### src/rtl/alu_arb_ctrl_pkg.sv
`default_nettype none
// ============================================================================
//  Module      : alu_ctrl_pkg
//  Description : Shared types and constants for the ALU arbiter/sequencer.
//                Holds the controller state encoding, the ALU op codes and
//                the default operand/op widths.
//  Revision    : 1.0  initial release
// ============================================================================
package alu_ctrl_pkg;

    localparam int DW  = 4;
    localparam int OPW = 3;

    typedef enum logic [1:0] {
        ST_IDLE = 2'd0,
        ST_EXEC = 2'd1,
        ST_RESP = 2'd2
    } state_e;

    localparam logic [2:0] OP_ADD = 3'b000;
    localparam logic [2:0] OP_SUB = 3'b001;
    localparam logic [2:0] OP_NOT = 3'b010;
    localparam logic [2:0] OP_AND = 3'b011;
    localparam logic [2:0] OP_OR  = 3'b100;
    localparam logic [2:0] OP_XOR = 3'b101;
    localparam logic [2:0] OP_CMP = 3'b110;
    localparam logic [2:0] OP_EQ  = 3'b111;

endpackage
`default_nettype wire

### src/rtl/alu_arb_ctrl_if.sv
`default_nettype none
// ============================================================================
//  Module      : alu_arb_ctrl_if
//  Description : Bundle of the two request channels, the ALU core operand /
//                result lines, the response channel and status outputs.
//                slave  : view of the controller (alu_arb_ctrl)
//                master : view of the surrounding system (requesters, ALU
//                         core, response consumer, display)
//  Revision    : 1.0  initial release
// ============================================================================
interface alu_arb_ctrl_if #(
    parameter int DW  = 4,
    parameter int OPW = 3
);
    logic           req0_valid;
    logic           req0_ready;
    logic [DW-1:0]  req0_a;
    logic [DW-1:0]  req0_b;
    logic [OPW-1:0] req0_op;

    logic           req1_valid;
    logic           req1_ready;
    logic [DW-1:0]  req1_a;
    logic [DW-1:0]  req1_b;
    logic [OPW-1:0] req1_op;

    logic [DW-1:0]  alu_a;
    logic [DW-1:0]  alu_b;
    logic [OPW-1:0] alu_op;
    logic [DW-1:0]  alu_res;

    logic           rsp_valid;
    logic           rsp_ready;
    logic           rsp_id;
    logic [DW-1:0]  rsp_data;
    logic [DW-1:0]  disp_val;
    logic           busy;

    modport slave (
        input  req0_valid, req0_a, req0_b, req0_op,
        input  req1_valid, req1_a, req1_b, req1_op,
        input  alu_res, rsp_ready,
        output req0_ready, req1_ready,
        output alu_a, alu_b, alu_op,
        output rsp_valid, rsp_id, rsp_data, disp_val, busy
    );

    modport master (
        output req0_valid, req0_a, req0_b, req0_op,
        output req1_valid, req1_a, req1_b, req1_op,
        output alu_res, rsp_ready,
        input  req0_ready, req1_ready,
        input  alu_a, alu_b, alu_op,
        input  rsp_valid, rsp_id, rsp_data, disp_val, busy
    );

endinterface
`default_nettype wire

### src/rtl/alu_arb_ctrl_rr_arb2.sv
`default_nettype none
// ============================================================================
//  Module      : rr_arb2
//  Description : Two-input arbiter producing a one-hot grant vector.
//                ALU_ARB_RR_EN defined   : round robin; on a tie the input
//                                          that did not win last is granted.
//                ALU_ARB_RR_EN undefined : fixed priority, input 0 wins.
//  Ports       : clk, rst   - clock, asynchronous active-high reset
//                req_i      - request vector {req1, req0}
//                update_i   - a grant was consumed this cycle
//                grant_o    - one-hot grant, zero when no request
//  Revision    : 1.0  initial release
// ============================================================================
module rr_arb2 (
    input  logic       clk,
    input  logic       rst,
    input  logic [1:0] req_i,
    input  logic       update_i,
    output logic [1:0] grant_o
);

`ifdef ALU_ARB_RR_EN
    // Reset to 1 so that requester 0 takes the first tie.
    logic last_grant_q;

    always_ff @(posedge clk or posedge rst) begin
        if (rst) begin
            last_grant_q <= 1'b1;
        end else if (update_i) begin
            last_grant_q <= grant_o[1];
        end
    end

    always_comb begin
        grant_o = req_i;
        if (req_i == 2'b11) begin
            grant_o = last_grant_q ? 2'b01 : 2'b10;
        end
    end
`else
    // Priority mode carries no history, so clock/reset/update are not needed.
    logic w_unused;
    assign w_unused = clk ^ rst ^ update_i;

    assign grant_o = {req_i[1] & ~req_i[0], req_i[0]};
`endif

endmodule
`default_nettype wire

### src/rtl/alu_arb_ctrl.sv
`default_nettype none
// ============================================================================
//  Module      : alu_arb_ctrl
//  Description : Shares one combinational 4-bit ALU core between two
//                requesters. Arbitrates in IDLE, latches the winner's
//                operands onto the ALU inputs, holds them for ALU_LAT cycles
//                (EXEC), captures the result and presents it on a
//                valid/ready response channel (RESP). The last captured
//                result is also kept for the 7-segment display.
//                Optional macro ALU_ARB_RR_EN selects round-robin instead of
//                fixed-priority arbitration (inside rr_arb2).
//  Ports       : clk  - clock, rising edge
//                rst  - asynchronous active-high reset
//                bus  - alu_arb_ctrl_if.slave (requests, ALU, response,
//                       display value, busy)
//  Parameters  : ALU_LAT (1..15), DW (must match ALU core), OPW
//  Revision    : 1.0  initial release
// ============================================================================
module alu_arb_ctrl #(
    parameter int ALU_LAT = 1,
    parameter int DW      = alu_ctrl_pkg::DW,
    parameter int OPW     = alu_ctrl_pkg::OPW
) (
    input  logic          clk,
    input  logic          rst,
    alu_arb_ctrl_if.slave bus
);
    import alu_ctrl_pkg::*;

    localparam logic [1:0] S_IDLE = ST_IDLE;
    localparam logic [1:0] S_EXEC = ST_EXEC;
    localparam logic [1:0] S_RESP = ST_RESP;

    localparam int          CW    = 4;
    localparam logic [CW-1:0] C_LAT = CW'(ALU_LAT);

    logic [1:0]     state_q, state_d;
    logic [CW-1:0]  cnt_q, cnt_d;
    logic [DW-1:0]  a_q, a_d, b_q, b_d;
    logic [OPW-1:0] op_q, op_d;
    logic           id_q, id_d;
    logic [DW-1:0]  data_q, data_d;
    logic [DW-1:0]  disp_q, disp_d;

    logic [1:0]     w_grant;
    logic           w_idle;
    logic           w_hs;

    assign w_idle = (state_q == S_IDLE);
    // The arbiter always grants someone when any valid is high, so a
    // non-zero grant in IDLE is a completed handshake.
    assign w_hs   = w_idle && (|w_grant);

    rr_arb2 u_arb (
        .clk      (clk),
        .rst      (rst),
        .req_i    ({bus.req1_valid, bus.req0_valid}),
        .update_i (w_hs),
        .grant_o  (w_grant)
    );

    always_comb begin
        state_d = state_q;
        cnt_d   = cnt_q;
        a_d     = a_q;
        b_d     = b_q;
        op_d    = op_q;
        id_d    = id_q;
        data_d  = data_q;
        disp_d  = disp_q;
        case (state_q)
            S_IDLE: begin
                if (w_hs) begin
                    state_d = S_EXEC;
                    cnt_d   = C_LAT;
                    id_d    = w_grant[1];
                    if (w_grant[1]) begin
                        a_d  = bus.req1_a;
                        b_d  = bus.req1_b;
                        op_d = bus.req1_op;
                    end else begin
                        a_d  = bus.req0_a;
                        b_d  = bus.req0_b;
                        op_d = bus.req0_op;
                    end
                end
            end
            S_EXEC: begin
                cnt_d = cnt_q - CW'(1);
                // Last settle cycle: ALU output is stable, sample it.
                if (cnt_q == CW'(1)) begin
                    data_d  = bus.alu_res;
                    disp_d  = bus.alu_res;
                    state_d = S_RESP;
                end
            end
            S_RESP: begin
                if (bus.rsp_ready) begin
                    state_d = S_IDLE;
                end
            end
            default: state_d = S_IDLE;
        endcase
    end

    always_ff @(posedge clk or posedge rst) begin
        if (rst) begin
            state_q <= S_IDLE;
            cnt_q   <= '0;
            a_q     <= '0;
            b_q     <= '0;
            op_q    <= '0;
            id_q    <= 1'b0;
            data_q  <= '0;
            disp_q  <= '0;
        end else begin
            state_q <= state_d;
            cnt_q   <= cnt_d;
            a_q     <= a_d;
            b_q     <= b_d;
            op_q    <= op_d;
            id_q    <= id_d;
            data_q  <= data_d;
            disp_q  <= disp_d;
        end
    end

    assign bus.req0_ready = w_idle & w_grant[0];
    assign bus.req1_ready = w_idle & w_grant[1];
    assign bus.alu_a      = a_q;
    assign bus.alu_b      = b_q;
    assign bus.alu_op     = op_q;
    assign bus.rsp_valid  = (state_q == S_RESP);
    assign bus.rsp_id     = id_q;
    assign bus.rsp_data   = data_q;
    assign bus.disp_val   = disp_q;
    assign bus.busy       = ~w_idle;

endmodule
`default_nettype wire

### src/flat_wrapper.sv
// flat-port wrapper written by rule: the top's interface ports become plain ports
module alu_arb_ctrl_flat import alu_ctrl_pkg::*;
#(
    parameter int ALU_LAT = 1,
    parameter int DW      = alu_ctrl_pkg::DW,
    parameter int OPW     = alu_ctrl_pkg::OPW
)
  (clk, rst, bus_req0_valid, bus_req0_a, bus_req0_b, bus_req0_op, bus_req1_valid, bus_req1_a, bus_req1_b, bus_req1_op, bus_alu_res, bus_rsp_ready, bus_req0_ready, bus_req1_ready, bus_alu_a, bus_alu_b, bus_alu_op, bus_rsp_valid, bus_rsp_id, bus_rsp_data, bus_disp_val, bus_busy);
  alu_arb_ctrl_if #(.DW(DW), .OPW(OPW)) bus_i ();
  input  logic clk;
  input  logic rst;
  input wire logic [$bits(bus_i.req0_valid)-1:0] bus_req0_valid;
  input wire logic [$bits(bus_i.req0_a)-1:0] bus_req0_a;
  input wire logic [$bits(bus_i.req0_b)-1:0] bus_req0_b;
  input wire logic [$bits(bus_i.req0_op)-1:0] bus_req0_op;
  input wire logic [$bits(bus_i.req1_valid)-1:0] bus_req1_valid;
  input wire logic [$bits(bus_i.req1_a)-1:0] bus_req1_a;
  input wire logic [$bits(bus_i.req1_b)-1:0] bus_req1_b;
  input wire logic [$bits(bus_i.req1_op)-1:0] bus_req1_op;
  input wire logic [$bits(bus_i.alu_res)-1:0] bus_alu_res;
  input wire logic [$bits(bus_i.rsp_ready)-1:0] bus_rsp_ready;
  output wire logic [$bits(bus_i.req0_ready)-1:0] bus_req0_ready;
  output wire logic [$bits(bus_i.req1_ready)-1:0] bus_req1_ready;
  output wire logic [$bits(bus_i.alu_a)-1:0] bus_alu_a;
  output wire logic [$bits(bus_i.alu_b)-1:0] bus_alu_b;
  output wire logic [$bits(bus_i.alu_op)-1:0] bus_alu_op;
  output wire logic [$bits(bus_i.rsp_valid)-1:0] bus_rsp_valid;
  output wire logic [$bits(bus_i.rsp_id)-1:0] bus_rsp_id;
  output wire logic [$bits(bus_i.rsp_data)-1:0] bus_rsp_data;
  output wire logic [$bits(bus_i.disp_val)-1:0] bus_disp_val;
  output wire logic [$bits(bus_i.busy)-1:0] bus_busy;
  assign bus_i.req0_valid = bus_req0_valid;
  assign bus_i.req0_a = bus_req0_a;
  assign bus_i.req0_b = bus_req0_b;
  assign bus_i.req0_op = bus_req0_op;
  assign bus_i.req1_valid = bus_req1_valid;
  assign bus_i.req1_a = bus_req1_a;
  assign bus_i.req1_b = bus_req1_b;
  assign bus_i.req1_op = bus_req1_op;
  assign bus_i.alu_res = bus_alu_res;
  assign bus_i.rsp_ready = bus_rsp_ready;
  assign bus_req0_ready = bus_i.req0_ready;
  assign bus_req1_ready = bus_i.req1_ready;
  assign bus_alu_a = bus_i.alu_a;
  assign bus_alu_b = bus_i.alu_b;
  assign bus_alu_op = bus_i.alu_op;
  assign bus_rsp_valid = bus_i.rsp_valid;
  assign bus_rsp_id = bus_i.rsp_id;
  assign bus_rsp_data = bus_i.rsp_data;
  assign bus_disp_val = bus_i.disp_val;
  assign bus_busy = bus_i.busy;
  alu_arb_ctrl #(.ALU_LAT(ALU_LAT), .DW(DW), .OPW(OPW)) u_core (.clk(clk), .rst(rst), .bus(bus_i));
endmodule
### config.mk
export PLATFORM = sky130hd
export DESIGN_NAME = alu_arb_ctrl_flat
export DESIGN_NICKNAME = d
export VERILOG_FILES = /design/src/rtl/alu_arb_ctrl_pkg.sv /design/src/rtl/alu_arb_ctrl_if.sv /design/src/rtl/alu_arb_ctrl_rr_arb2.sv /design/src/rtl/alu_arb_ctrl.sv /design/src/flat_wrapper.sv
export SDC_FILE = /design/constraint.sdc
export NUM_CORES = 1
export LEC_CHECK = 0
export BUFFER_PORTS_ARGS = -buffer_cell sky130_fd_sc_hd__buf_2
export CELL_PAD_IN_SITES_DETAIL_PLACEMENT = 1
export CELL_PAD_IN_SITES_GLOBAL_PLACEMENT = 2
export CORE_ASPECT_RATIO = 2
export CORE_MARGIN = 2
export CORE_UTILIZATION = 25
export DETAILED_ROUTE_END_ITERATION = 8
export PLACE_DENSITY_LB_ADDON = 0.1
export SLEW_MARGIN = 10
export SYNTH_ARGS = -nofsm -noshare
export SYNTH_HDL_FRONTEND = slang
export SYNTH_HIERARCHICAL = 1
export SYNTH_SLANG_ARGS = --single-unit
### constraint.sdc
create_clock -name clk -period 1.37 [get_ports clk]
set_clock_uncertainty 0.1 [all_clocks]
set_input_delay 0.137 -clock clk [delete_from_list [all_inputs] [get_ports clk]]
set_output_delay 0.137 -clock clk [all_outputs]
set_load 0.03 [all_outputs]
==> run summary, run 1 <==
asr flop ratio synth: 100%
die area: 5330 µm²
post-synthesis sequential area ratio: 46.5%
RePlAce Congestion: 0.755
Worst-Margin Slew: 308 ps
Clock Latency Late Sink: 260 ps
drt pass-1 iters: 4
Syn Area/Cell: 13.5 µm²
initial core utilization: 25.7%
RR Endpoint: u_core/bus.disp_val[3]$_DFFE_PP0P_
vias in the first global route: 1099
ys flop type: dfrtp_1
CTS H-Tree Depth: 1
clk sink count: 22
Required @ worst endpoint: 1420 ps
Cell Pwr Density: 2490 nW/µm²
Synth Warn #: 6
Post-synth EDFFs: 0
IR Drop Worst-Case VDD: 1090 µV
Core ar.: 4600 µm²
layout cells sized above 1: 75.0%
Area after DPL: 1600 µm²
Layout Area Growth over Synthesis: 54.4%
failing checks: negative setup slack
Static Leakage: 0.908 nW
PnR Total Power: 0.00455 W
Slew headroom: 79.5%
RSZ-0062 raised after global routing: true
crit path kind: flop to flop
Congestion Overflow GR: 0
R2R Setup Slk: -80 ps
Worst R2R Path Depth: 5
CP Max Fanout: 5
top cells by area, synth: dfrtp_1 47%, mux2_2 16%, mux2_4 10%
Tot GR Track Use: 13.3%
DRC violations left: 0
Clock Tree Buf Depth: 2
FF+latch count, synth: 22
io pins: 55
DIE WIDTH: 52.7 µm
Avg WL per Cell: 14.3 µm
clock-pin slew on the worst setup and hold paths: 80 ps
period utilisation layout: 106%
met1 Track Usage GR: 14.8%
final hold violation count: 0
CP arrival: 1510 ps
First DRT Iteration DRCs: 7
fillcell total: 518
Min Hold Slack: 12.5 ps
most frequent cells after synthesis: 22 x dfrtp_1, 17 x mux2_2, 8 x mux2_4
Slew Viols, Final: 0
n_diodes: 0
setup TNS: -1040 ps
minimum clock period: 1450 ps
Setup-failing EPs final: 18
final instance area: 1830 µm²
Setup crit start: u_core/cnt_q[1]$_DFFE_PP0P_
CP Launch Type: flop
Critical Path End: u_core/bus.disp_val[3]$_DFFE_PP0P_
largest net degree at the start of global routing: 23
met2 GRT Util: 24.2%
Hold Crit Depth: 2
Max Cap Viol: 0
crit end category: flop
most common cell in the netlist: dfrtp_1
fmax: 688 MHz
Synth top area share: 46.5%
hpwl dp: 2360 µm
CTS tree: built
Clock Tree Root: clkbuf_8
initial antenna violation count: 0
DRT antenna net count: 0
GR peak layer: met2
nets: 198
worst r2r src: u_core/cnt_q[1]$_DFFE_PP0P_
port bufs: 54
Net Count, Synth: 121
routed wire length: 3130 µm
Vias/cell: 4.41
row count: 35
synthesized instance count: 88
Syn Std Cell Area: 1180 µm²
Synth cell types: 29
CTS buffer count: 3
fin worst setup slack: -83.1 ps
M3 GR Usage: 1.33%
Die Y: 101 µm
hold crit path type: input port to flop
post-synth top area cell: dfrtp_1
status: finished, violations left
first-pass GRT wire length: 5240 µm
vias post-DR: 966
==> per-layer routing <==
layer  up-vias  share of wire [%]
met4         0                2.1
met1       465                 36
li1        454                  -
met3         5                4.9
met2        42                 57
met5         -                  0
==> kinds of logic (layout without fill, tap and decap cells) <==
family / count (synthesis) / in the layout / share of synthesized area, %
muxes: 27 / 27 / 28.1
DFF: 22 / 22 / 46.5
and+or+nand+nor: 14 / 14 / 8.25
buffers and inverters: 14 / 90 / 9.41
AOI/OAI and AO/OA: 8 / 8 / 4.86
adders and majority gates: 2 / 2 / 2.11
xor gates and xnor gates: 1 / 1 / 0.740
==> metrics by stage <==
step	utilization, %	std cells	worst slack (ps)
after global placement	34.8	209	-79.0
after floorplan	-	88	-29.8
final	39.8	219	-83.1
after CTS	38.7	220	-78.8
after detailed placement	34.8	209	-108
after global routing	39.8	219	-147
==> registers in the layout, summed over array words and instances, names as in the netlist <==
signal,cells
u_core/bus.alu_op,3
u_core/bus.disp_val,4
u_core/cnt_q,4
u_core/state_q,2
u_core/bus.alu_a,4
u_core/bus.rsp_id,1
u_core/bus.alu_b,4
==> how the worst min path moves through the flow <==
stage / start / to / slack, ps
detailed placement: rst / u_core/bus.alu_a[1]$_DFFE_PP0P_ / 100
global placement: rst / u_core/bus.alu_a[0]$_DFFE_PP0P_ / 100
finish: bus_alu_res[3] / u_core/bus.disp_val[3]$_DFFE_PP0P_ / 10
CTS: bus_alu_res[3] / u_core/bus.disp_val[3]$_DFFE_PP0P_ / 2
floorplan: rst / u_core/bus.alu_a[0]$_DFFE_PP0P_ / 30
global route: bus_alu_res[3] / u_core/bus.disp_val[3]$_DFFE_PP0P_ / 20
==> timing repair <==
item / 4_1_cts / 5_1_grt
resized for setup: 20 / 14
setup buffers: 2 / 0
gates cloned: 0 / 0
hold buffers: 5 / 0
endpoints found under the setup margin: 22 / 22
hold endpoints to repair: 26 / 0
pin swaps: 3 / 3
==> cell usage in the layout (no fill, tap or decap), types with 2 or more instances in the layout <==
cell type / synthesis / layout
dlygate4sd3_1: 0 / 5
inv_1: 6 / 2
buf_2: 0 / 50
mux2_2: 17 / 16
dfrtp_1: 22 / 21
buf_4: 5 / 17
mux2_4: 8 / 9
clkbuf_8: 0 / 4
buf_6: 1 / 7
inv_2: 0 / 4
nor2_4: 0 / 2
o22ai_1: 2 / 2
==> layout make-up <==
type | count | area (µm²) | share of cell area (%)
well taps | 55 | 68.8 | 3.76
flip-flops and latches | 22 | 552 | 30.2
multi-input cells | 52 | 603 | 33.0
inverters | 6 | 22.5 | 1.23
clock buffers | 4 | 55.1 | 3.01
repair buffers | 80 | 527 | 28.8
==> power breakdown <==
group | total [W] | internal, W | leakage (nW) | switching (W)
clock | 0.000481 | 0.000257 | 0.0288 | 0.000225
sequential | 0.00123 | 0.000981 | 0.262 | 0.000250
combinational | 0.00283 | 0.00132 | 0.617 | 0.00152
total | 0.00455 | 0.00256 | 0.908 | 0.00199
==> critical path, cell delays in order, from the launching register on <==
cell and delay, ps:
dfrtp_1 400, inv_2 80, ha_4 120, nor3b_4 220, nand2_4 100, mux2_4 310
Note: power is estimated with default switching activity, not from simulation.
==> run 2: changes to the inputs <==
--- a/config.mk
+++ b/config.mk
@@ -5,13 +5,14 @@
 export SDC_FILE = /design/constraint.sdc
 export NUM_CORES = 1
 export LEC_CHECK = 0
-export BUFFER_PORTS_ARGS = -buffer_cell sky130_fd_sc_hd__buf_2
+export BUFFER_PORTS_ARGS = -buffer_cell sky130_fd_sc_hd__clkbuf_2
 export CELL_PAD_IN_SITES_DETAIL_PLACEMENT = 1
 export CELL_PAD_IN_SITES_GLOBAL_PLACEMENT = 2
 export CORE_ASPECT_RATIO = 2
 export CORE_MARGIN = 2
 export CORE_UTILIZATION = 25
 export DETAILED_ROUTE_END_ITERATION = 8
+export MAX_ROUTING_LAYER = met4
 export PLACE_DENSITY_LB_ADDON = 0.1
 export SLEW_MARGIN = 10
 export SYNTH_ARGS = -nofsm -noshare
==> constraint.sdc (replaced) <==
create_clock -name clk -period 1.3 [get_ports clk]
set_clock_uncertainty 0.1 [all_clocks]
set_input_delay 0.13 -clock clk [delete_from_list [all_inputs] [get_ports clk]]
set_output_delay 0.13 -clock clk [all_outputs]
set_load 0.03 [all_outputs]
==> run 2 against run 1 <==
Final area rose by 3.2%. Critical path type unchanged. Non-clock buffer count grew 3. Via count grew 1.9%. Power increased by 9.9%. Sequential share of layout area fell by 0.87 points. Sequential power increased by 5%. First-iteration DRC count decreased by 57%. Worst hold slack improved by 90 ps. The run still ends with negative setup slack left.
==> run summary, run 2 (synthesis results as in run 1) <==
DIE WIDTH: 52.7 µm
Setup crit start: u_core/state_q[1]$_DFFE_PP0P_
Clock Tree Buf Depth: 2
Slew headroom: 77.3%
First DRT Iteration DRCs: 3
Tot GR Track Use: 13.3%
minimum clock period: 1450 ps
routed wire length: 3160 µm
Crit-path slowest cell: dfrtp_2
layout cells sized above 1: 76.0%
Cell Pwr Density: 2650 nW/µm²
vias post-DR: 984
Post-Layout Cell Count: 222
clock-pin slew on the worst setup and hold paths: 90 ps
Layout Area Growth over Synthesis: 59.4%
Hold Crit Depth: 3
RePlAce Congestion: 0.782
CP Launch Type: flop
Clock Tree Root: clkbuf_8
crit end category: flop
hold crit path type: input port to flop
Clock Latency Late Sink: 260 ps
CTS buffer count: 3
Die Y: 101 µm
most frequent cells in the layout: 50 x clkbuf_2, 20 x dfrtp_1, 18 x buf_4
fin worst setup slack: -152 ps
setup TNS: -2730 ps
Congestion Overflow GR: 0
most common cell after layout, fill and taps aside: clkbuf_2
post-layout util: 41.0%
hpwl dp: 2300 µm
period utilisation layout: 112%
Avg WL per Cell: 14.2 µm
crit path kind: flop to flop
Min Hold Slack: 102 ps
first-pass GRT wire length: 5000 µm
fmax: 689 MHz
initial antenna violation count: 0
nets: 201
CP arrival: 1510 ps
clk sink count: 22
Core ar.: 4600 µm²
CP Max Fanout: 9
IR Drop Worst-Case VDD: 1090 µV
vias in the first global route: 1090
io pins: 55
CTS H-Tree Depth: 1
Hold Crit Endpoint: u_core/bus.alu_b[1]$_DFFE_PP0P_
placed cells: 209
row count: 35
DRC violations left: 0
RR Endpoint: u_core/bus.alu_b[2]$_DFFE_PP0P_
Slew Viols, Final: 0
worst r2r src: u_core/state_q[1]$_DFFE_PP0P_
final hold violation count: 0
R2R Setup Slk: -150 ps
n_diodes: 0
port bufs: 54
RSZ-0062 raised after global routing: true
Static Leakage: 0.937 nW
count of buffer and inverter cells on the critical path: 2
CTS tree: built
min-delay src: bus_req0_b[1]
Required @ worst endpoint: 1360 ps
fillcell total: 531
failing checks: negative setup slack
crit-path cells: buf_4 > nor3_4 > buf_12 > mux2_4
Critical Path Max Stage Delay: 420 ps
Worst-Margin Slew: 338 ps
Worst R2R Path Depth: 4
Vias/cell: 4.43
die area: 5330 µm²
status: finished, violations left
Max Cap Viol: 0
initial core utilization: 25.7%
kind of cell adding the most delay to the critical path: flip-flops
largest net degree at the start of global routing: 23
Setup-failing EPs final: 24
DRT antenna net count: 0
drt pass-1 iters: 2
[run 2: final cells by class]
cell class	count	area (µm²)	share of cell area (%)
repair buffers	83	566	30.0
clock buffers	4	55.1	2.92
inverters	6	27.5	1.46
flip-flops and latches	22	553	29.3
multi-input cells	52	617	32.7
well taps	55	68.8	3.65
[run 2: power breakdown]
part           internal, W  switching [W]  total (W)
registers          0.00104       0.000248    0.00129
logic              0.00152        0.00169    0.00320
clock network     0.000270       0.000238   0.000509
total              0.00282        0.00217    0.00500
[run 2: what timing repair did]
| item | 4_1_cts | 5_1_grt |
|---|---|---|
| pin swaps | 4 | 4 |
| endpoints found under the setup margin | 22 | 25 |
| hold buffers | 6 | 0 |
| endpoints found under the hold margin | 27 | 0 |
| setup buffers | 3 | 1 |
| resized for setup | 31 | 12 |
[run 2: metal layers]
layer	GRT usage, %	vias up	wire [µm]
met5	-	-	0
li1	-	457	-
met1	13.4	486	1070
met4	4.73	0	24
met2	24.7	39	1910
met3	2.21	2	159
[run 2: worst max-delay path by stage]
stage	to	slack, ps	depth (start not counted)
after global routing	bus_req1_ready	-220	4
after CTS	u_core/bus.alu_op[1]$_DFFE_PP0P_	-200	4
final	u_core/bus.alu_b[2]$_DFFE_PP0P_	-150	4
after floorplan	u_core/bus.alu_a[0]$_DFFE_PP0P_	-100	4
after detailed placement	u_core/bus.disp_val[1]$_DFFE_PP0P_	-150	5
after global placement	u_core/bus.alu_op[1]$_DFFE_PP0P_	-110	6
[run 2: worst reg2reg max path, stage by stage, from the launching register on]
cell	delay [ps]
dfrtp_2	420
buf_4	160
nor3_4	190
buf_12	180
mux2_4	300
[run 2: through the flow]
step | instance area (µm²) | power [W] | worst slack (ps)
6_report | 1890 | 0.00500 | -152
4_1_cts | 1850 | 0.00494 | -204
2_1_floorplan | 1190 | 0.00315 | -99.8
5_1_grt | 1890 | 0.00533 | -216
3_5_place_dp | 1600 | 0.00397 | -153
3_3_place_gp | 1600 | 0.00391 | -107
